$ cat src/rtl/alu_req_arbiter.sv
// Round-robin front end that shares one registered ALU between NREQ requesters,
// holding operands through the ALU latency and returning the result to the winner.
module alu_req_arbiter #(
  parameter int NREQ    = 2,
  parameter int DW      = 4,
  parameter int OPW     = 3,
  parameter int ALU_LAT = 1
) (
  input  logic                clk,
  input  logic                rst_n,
  input  logic [NREQ-1:0]     req_valid,
  output logic [NREQ-1:0]     req_ready,
  input  logic [NREQ*OPW-1:0] req_op,
  input  logic [NREQ*DW-1:0]  req_a,
  input  logic [NREQ*DW-1:0]  req_b,
  output logic [NREQ-1:0]     resp_valid,
  input  logic [NREQ-1:0]     resp_ready,
  output logic [DW-1:0]       resp_result,
  output logic                resp_flag,
  output logic [OPW-1:0]      alu_op,
  output logic [DW-1:0]       alu_a,
  output logic [DW-1:0]       alu_b,
  input  logic [DW-1:0]       alu_result,
  input  logic                alu_flag,
  output logic                busy
);

  localparam int PW = (NREQ > 1) ? $clog2(NREQ) : 1;
  localparam int CW = $clog2(ALU_LAT + 1);

  typedef enum logic [1:0] {IDLE, WAIT, RESP} state_t;

  state_t              state_q, state_d;
  logic [PW-1:0]       rr_ptr_q, rr_ptr_d;
  logic [PW-1:0]       grant_q, grant_d;
  logic [CW-1:0]       wait_cnt_q, wait_cnt_d;
  logic [OPW-1:0]      alu_op_q, alu_op_d;
  logic [DW-1:0]       alu_a_q, alu_a_d;
  logic [DW-1:0]       alu_b_q, alu_b_d;
  logic [NREQ-1:0]     resp_valid_q, resp_valid_d;
  logic [DW-1:0]       resp_result_q, resp_result_d;
  logic                resp_flag_q, resp_flag_d;

  logic [PW-1:0]       win;
  logic                win_found;
  logic [PW:0]         idx;
  logic [NREQ-1:0]     grant_onehot;
  logic                accept;

  // Scan from the highest rotation offset down so the lowest offset from rr_ptr wins.
  always_comb begin
    win       = '0;
    win_found = 1'b0;
    idx       = '0;
    for (int k = NREQ - 1; k >= 0; k--) begin
      idx = {1'b0, rr_ptr_q} + (PW+1)'(k);
      if (idx >= (PW+1)'(NREQ)) idx = idx - (PW+1)'(NREQ);
      if (req_valid[idx[PW-1:0]]) begin
        win       = idx[PW-1:0];
        win_found = 1'b1;
      end
    end
  end

  genvar gi;
  generate
    for (gi = 0; gi < NREQ; gi++) begin : g_onehot
      assign req_ready[gi]    = rst_n & (state_q == IDLE) & win_found & (win == PW'(gi));
      assign grant_onehot[gi] = (grant_q == PW'(gi));
    end
  endgenerate

  assign accept = |(req_valid & req_ready);

  always_comb begin
    state_d       = state_q;
    rr_ptr_d      = rr_ptr_q;
    grant_d       = grant_q;
    wait_cnt_d    = wait_cnt_q;
    alu_op_d      = alu_op_q;
    alu_a_d       = alu_a_q;
    alu_b_d       = alu_b_q;
    resp_valid_d  = resp_valid_q;
    resp_result_d = resp_result_q;
    resp_flag_d   = resp_flag_q;
    case (state_q)
      IDLE: begin
        if (accept) begin
          alu_op_d   = req_op[int'(win)*OPW +: OPW];
          alu_a_d    = req_a[int'(win)*DW +: DW];
          alu_b_d    = req_b[int'(win)*DW +: DW];
          grant_d    = win;
          wait_cnt_d = '0;
          state_d    = WAIT;
        end
      end
      WAIT: begin
        // wait_cnt counts edges spent in WAIT; the ALU output for the held operands
        // is settled once ALU_LAT of them have passed.
        if (wait_cnt_q == CW'(ALU_LAT)) begin
          resp_result_d = alu_result;
          resp_flag_d   = alu_flag;
          resp_valid_d  = grant_onehot;
          state_d       = RESP;
        end else begin
          wait_cnt_d = wait_cnt_q + CW'(1);
        end
      end
      RESP: begin
        if (resp_ready[grant_q]) begin
          resp_valid_d = '0;
          rr_ptr_d     = (grant_q == PW'(NREQ - 1)) ? '0 : grant_q + PW'(1);
          state_d      = IDLE;
        end
      end
      default: state_d = IDLE;
    endcase
  end

  always_ff @(posedge clk or negedge rst_n) begin
    if (!rst_n) begin
      state_q       <= IDLE;
      rr_ptr_q      <= '0;
      grant_q       <= '0;
      wait_cnt_q    <= '0;
      alu_op_q      <= '0;
      alu_a_q       <= '0;
      alu_b_q       <= '0;
      resp_valid_q  <= '0;
      resp_result_q <= '0;
      resp_flag_q   <= 1'b0;
    end else begin
      state_q       <= state_d;
      rr_ptr_q      <= rr_ptr_d;
      grant_q       <= grant_d;
      wait_cnt_q    <= wait_cnt_d;
      alu_op_q      <= alu_op_d;
      alu_a_q       <= alu_a_d;
      alu_b_q       <= alu_b_d;
      resp_valid_q  <= resp_valid_d;
      resp_result_q <= resp_result_d;
      resp_flag_q   <= resp_flag_d;
    end
  end

  assign alu_op      = alu_op_q;
  assign alu_a       = alu_a_q;
  assign alu_b       = alu_b_q;
  assign resp_valid  = resp_valid_q;
  assign resp_result = resp_result_q;
  assign resp_flag   = resp_flag_q;
  assign busy        = (state_q != IDLE);

endmodule

$ cat config.mk
export PLATFORM = sky130hd
export DESIGN_NAME = alu_req_arbiter
export DESIGN_NICKNAME = d
export VERILOG_FILES = /design/src/rtl/alu_req_arbiter.sv
export SDC_FILE = /design/constraint.sdc
export NUM_CORES = 1
export LEC_CHECK = 0
export CAP_MARGIN = 20
export CORE_MARGIN = 3
export CORE_UTILIZATION = 43
export DETAILED_ROUTE_END_ITERATION = 10
export PLACE_DENSITY = 0.89
export SKIP_LAST_GASP = 1
export SLEW_MARGIN = 20
export SYNTH_ARGS = -nofsm -noshare
export SYNTH_HDL_FRONTEND = slang
export SYNTH_SLANG_ARGS = --single-unit
$ cat constraint.sdc
create_clock -name clk -period 2.04 [get_ports clk]
set_clock_uncertainty 0.05 [all_clocks]
set_input_delay 0.408 -clock clk [delete_from_list [all_inputs] [get_ports clk]]
set_output_delay 0.408 -clock clk [all_outputs]
set_load 0.1 [all_outputs]
==> reports/qor.yml, run 1 <==
reg2reg_from: "state_q[1]$_DFFE_PN0P_"
grtUsageTotal: 0.173
crit_path_max_fanout: 7
critical_path_required_ns: 1.58
vias: 1083
fillerInstances: 187
worstSetupPathType: "reg -> out"
r2r_slack_ns: 0.53
min_path_type: "in -> async"
yosysWarnings: 0
wl_per_cell_um: 14.4
rows: 18
yosys.cell_types.count: 23
core_um2: 2500
synth_area_per_cell_um2: 10.3
via_per_inst: 5.44
cp_cell_sequence: "nor2_2 > nand2_2 > nor3_4 > buf_12"
setup_viol: 0
fin_cells: 199
cts_buffers: 3
ys_ff_latch: 23
fin_crit_ns: 1.97
clkSinkCount: 23
dr.pass1.iters: 4
dieArea_um2: 3330
worst_pin_slew_ns: 0.290
relSlewSlack: 0.807
gp_congestion: 0.799
drc: 0
io_pins: 54
cts_tree: "built"
gr-total-overflow: 0
antenna_found_initial: 0
multiInputGateArea_um2: 528
status: "finished clean"
dp_hpwl_mm: 2.15
r2r-end: "grant_q$_DFFE_PN0P_"
grt_pass1_wl_mm: 4.58
port_buffers: 53
fp.dieH_um: 57.7
grt_start_max_net_pins: 24
cap_violations: 0
clk_pin_slew_worst_paths_ns: 0.13
cp-startpoint: "state_q[1]$_DFFE_PN0P_"
syn_inst: 111
syn_nets: 144
crit_slowest_cell: "dfrtp_1"
seqCellArea_um2: 576
reg2reg_depth: 4
critPathArrivalTime_ns: 1.52
layout-drive-gt1-share: 0.278
area_delta_synth_final_pct: 54.5
fin_nets: 203
postRouteAntennaNets: 0
clockRootBuffer: "clkbuf_4"
fmax_ghz: 0.506
place_inst: 194
synth-seq-area-share: 0.501
finalHoldViolCount: 0
tns_ns: 0
insertedDiodeCount: 0
critPathLaunchType: "flop"
endpoint: "req_ready[1]"
routed_wl_mm: 2.87
max_stage_delay_ns: 0.48
critPathCaptureType: "primary output"
htreeDepth: 1
die_x_um: 57.7
netlist_area_um2: 1150
start_util: 0.459
clk_latency_ns: 0.30
grt_pass1_vias: 1092
finalCritPeriodShare: 0.968
rsz0062_at_grt: "false"
finalMaxSlewViolations: 0
drt_iter0_drc: 15
cts.path.max_buffers: 2
## worst min-delay path by stage
stage / endpoint / slack (ns) / cells past startpoint
floorplan: alu_a[0]$_DFFE_PN0P_ / 0.06 / 0
CTS: alu_op[1]$_DFFE_PN0P_ / 0.48 / 2
finish: alu_b[3]$_DFFE_PN0P_ / 0.1 / 2
global route: alu_a[3]$_DFFE_PN0P_ / 0.14 / 2
detailed placement: resp_result[3]$_DFFE_PN0P_ / 0.45 / 1
global placement: resp_result[2]$_DFFE_PN0P_ / 0.44 / 1
## critical path: cells and delay by family (launching register included)
family | cells | cell delay [ns]
simple gates | 3 | 0.52
flops | 1 | 0.48
buf+inv | 1 | 0.20
## flip-flops by register name, summed over array words and instances (netlist names)
name,cells
grant_q,1
alu_a,4
resp_result,4
alu_b,4
resp_flag,1
state_q,2
alu_op,3
wait_cnt_q,1
resp_valid,2
rr_ptr_q,1
## routing by layer
layer	up-vias	track usage	wire, um
met2	47	0.313	1470
met5	-	0	0
met4	0	0.0397	15
met3	2	0.0557	293
met1	518	0.198	1090
li1	516	-	-
## logic make-up (layout without fill, tap and decap cells)
logic type / Yosys count / after routing / synth area share
flops: 23 / 23 / 0.501
mux: 8 / 8 / 0.0795
simple gates: 24 / 24 / 0.152
compound gates: 43 / 43 / 0.209
buf+inv: 13 / 71 / 0.0577
## layout by cell type (no fill, tap or decap), types with 2 or more instances in the layout
cell,n
buf_12,3
nand3b_1,13
dfrtp_1,23
mux2i_1,2
inv_1,6
clkdlybuf4s50_1,29
nor2_1,2
mux2_2,5
o21ai_0,13
buf_4,26
dlymetal6s2s_1,3
a21oi_1,17
a31oi_1,11
clkbuf_4,3
## per-stage QoR
step	util	hold slack [ns]	instance area, um2	setup slack, ns
6_report	0.710	0.0970	1770	0.0653
5_1_grt	0.710	0.138	1770	0.00814
4_1_cts	0.701	0.476	1750	0.00580
3_5_place_dp	0.687	0.445	1720	-0.0487
3_3_place_gp	0.687	0.437	1720	-0.0417
2_1_floorplan	-	0.0624	1160	-0.399
## layout make-up
cell class | instances | share of cell area
Timing Repair Buffer | 61 | 0.329
Sequential cell | 23 | 0.324
Multi-Input combinational cell | 75 | 0.298
Tap cell | 30 | 0.0212
Clock buffer | 3 | 0.0127
Inverter | 6 | 0.0127
Clock inverter | 1 | 0.00282
## synth_stat cells
library cell  instances  area [um2]
dfrtp_1              23         576
a21oi_1              17        85.1
nand3b_1             13        97.6
o21ai_0              13        65.1
a31oi_1              11        68.8
inv_1                 6        22.5
mux2_2                5        56.3
nor2_1                3        11.3
buf_4                 2        15.0
clkbuf_1              2        7.51
clkbuf_2              2        10.0
mux2i_1               2        20.0
nand2_1               2        7.51
and2_4                1        8.76
buf_6                 1        11.3
mux2_4                1        15.0
nand3_1               1        5.00
nand3b_4              1        20.0
nor2_2                1        6.26
nor2b_4               1        13.8
nor3_1                1        5.00
o21a_4                1        15.0
o22ai_1               1        6.26
## what timing repair did
item,4_1_cts,5_1_grt
pin swaps,1,1
setup buffers,0,1
setup endpoints to repair,1,2
hold buffers,0,0
gates resized for setup,1,5
Power of run 1 is left out: the tool's default activity adds up to more than one toggle a clock period on the data nets, which glitch-free logic cannot reach.
==> inputs of run 2 (changes only) <==
Settings changed: CELL_PAD_IN_SITES_DETAIL_PLACEMENT set to 0, CELL_PAD_IN_SITES_GLOBAL_PLACEMENT set to 2, CORE_UTILIZATION 43 to 25.
==> reports/qor.yml, run 2 (synthesis gave the netlist of run 1 again) <==
status: "finished clean"
crit_path_max_fanout: 7  # unchanged
routed_wl_mm: 3.17  # +11%
dr.pass1.iters: 4  # unchanged
drc: 0  # unchanged
via_per_inst: 4.78  # -12%
io_pins: 54  # unchanged
vias: 1065  # -1.7%
fmax_ghz: 0.524  # +3.5%
wl_per_cell_um: 14.2  # -1.3%
worst_pin_slew_ns: 0.311  # +0.0213 ns
clkSinkCount: 23  # unchanged
finalHoldViolCount: 0  # unchanged
port_buffers: 53  # unchanged
grt_start_max_net_pins: 24  # unchanged
clk_latency_ns: 0.27  # -0.03 ns
fin_util: 0.417  # -0.293
start_util: 0.262  # -0.197
rsz0062_at_grt: "false"
setup_viol: 0  # unchanged
grt_pass1_wl_mm: 5.30  # +16%
clockRootBuffer: "clkbuf_8"
critPathCaptureType: "primary output"
relSlewSlack: 0.792  # -0.0142
worstSetupPathType: "reg -> out"
min_path_type: "in -> async"
critPathLaunchType: "flop"
drt_iter0_drc: 30  # +15
fillerInstances: 416  # +120%
cts_hold_buf: 0  # unchanged
gp_congestion: 0.728  # -8.9%
grtUsageTotal: 0.127  # -0.0460
clk_pin_slew_worst_paths_ns: 0.09  # -0.04 ns
gr-total-overflow: 0  # unchanged
seqCellArea_um2: 576  # unchanged
dp_hpwl_mm: 2.38  # +11%
finalCritPeriodShare: 0.936  # -0.0324
grt_pass1_vias: 1094  # +0.18%
core_um2: 4380  # +75%
area_delta_synth_final_pct: 59.0
critical_path_required_ns: 1.58  # about the same
cts_buffers: 3  # unchanged
fin_nets: 205  # +0.99%
place_inst: 218  # +12%
layout-drive-gt1-share: 0.287  # +0.00844
postRouteAntennaNets: 0  # unchanged
cts_tree: "built"
final_common_cell: "clkdlybuf4s50_1"
fin_cells: 223  # +12%
die_x_um: 73.8  # +28%
whs_ns: 0.147  # +0.0500 ns
cap_violations: 0  # unchanged
insertedDiodeCount: 0  # unchanged
multiInputGateArea_um2: 523  # -0.95%
cts.path.max_buffers: 2  # unchanged
fp.dieH_um: 73.8  # +28%
final_cell_mix: "clkdlybuf4s50_1, buf_4, dfrtp_1"
fin_crit_ns: 1.91  # -0.0660 ns
critPathArrivalTime_ns: 1.45  # -0.07 ns
rows: 24  # +6
finalMaxSlewViolations: 0  # unchanged
htreeDepth: 1  # unchanged
dieArea_um2: 5440  # +64%
antenna_found_initial: 0  # unchanged
run 2: metal layers:
layer,global-route usage,wire (um),up-vias
met5,0,0,-
met4,0.0483,48,0
met3,0.0356,194,4
met2,0.194,1540,39
met1,0.170,1390,502
li1,-,-,520
run 2: critical path: stages (launching register included):
cell	delay, ns
dfrtp_1	0.46
nor2_2	0.19
nand2_2	0.10
nor3_4	0.22
buf_12	0.20
run 2: path summary, 6_finish.rpt:
check                                      startpoint                    endpoint  slack (ns)  depth (start not counted)
setup / recovery               state_q[1]$_DFFE_PN0P_                req_ready[1]        0.13                          4
hold / removal                                  rst_n        alu_a[3]$_DFFE_PN0P_        0.15                          2
setup reg to reg               state_q[1]$_DFFE_PN0P_         grant_q$_DFFE_PN0P_        0.53                          4
hold reg to reg            resp_result[3]$_DFFE_PN0P_  resp_result[3]$_DFFE_PN0P_        0.46                          1
max in group asynchronous                       rst_n  resp_result[1]$_DFFE_PN0P_        1.56                          2
min in group clk           resp_result[3]$_DFFE_PN0P_  resp_result[3]$_DFFE_PN0P_        0.46                          1
run 2: layout make-up:
| type | instances | area share |
|---|---|---|
| Sequential cell | 23 | 0.315 |
| Multi-Input combinational cell | 75 | 0.286 |
| Clock inverter | 1 | 0.00274 |
| Inverter | 6 | 0.0123 |
| Clock buffer | 3 | 0.0226 |
| Timing Repair Buffer | 63 | 0.325 |
| Tap cell | 52 | 0.0356 |
run 2: what timing repair did:
| action | in CTS | in global routing |
|---|---|---|
| buffers inserted | 0 | 1 |
| pin swaps | 1 | 1 |
| endpoints found under the hold margin | 0 | 0 |
| setup endpoints to repair | 1 | 2 |
| resized for setup | 2 | 3 |
run 2: through the flow:
step / instance area, um2 / setup TNS (ns) / setup WS (ns)
floorplan: 1160 / -0.399 / -0.399
global placement: 1760 / -0.0699 / -0.0699
detailed placement: 1760 / -0.0942 / -0.0942
CTS: 1810 / -0.0000783 / -0.0000783
global route: 1830 / 0 / 0.0451
finish: 1830 / 0 / 0.131
Power of run 2 is left out for the same reason.
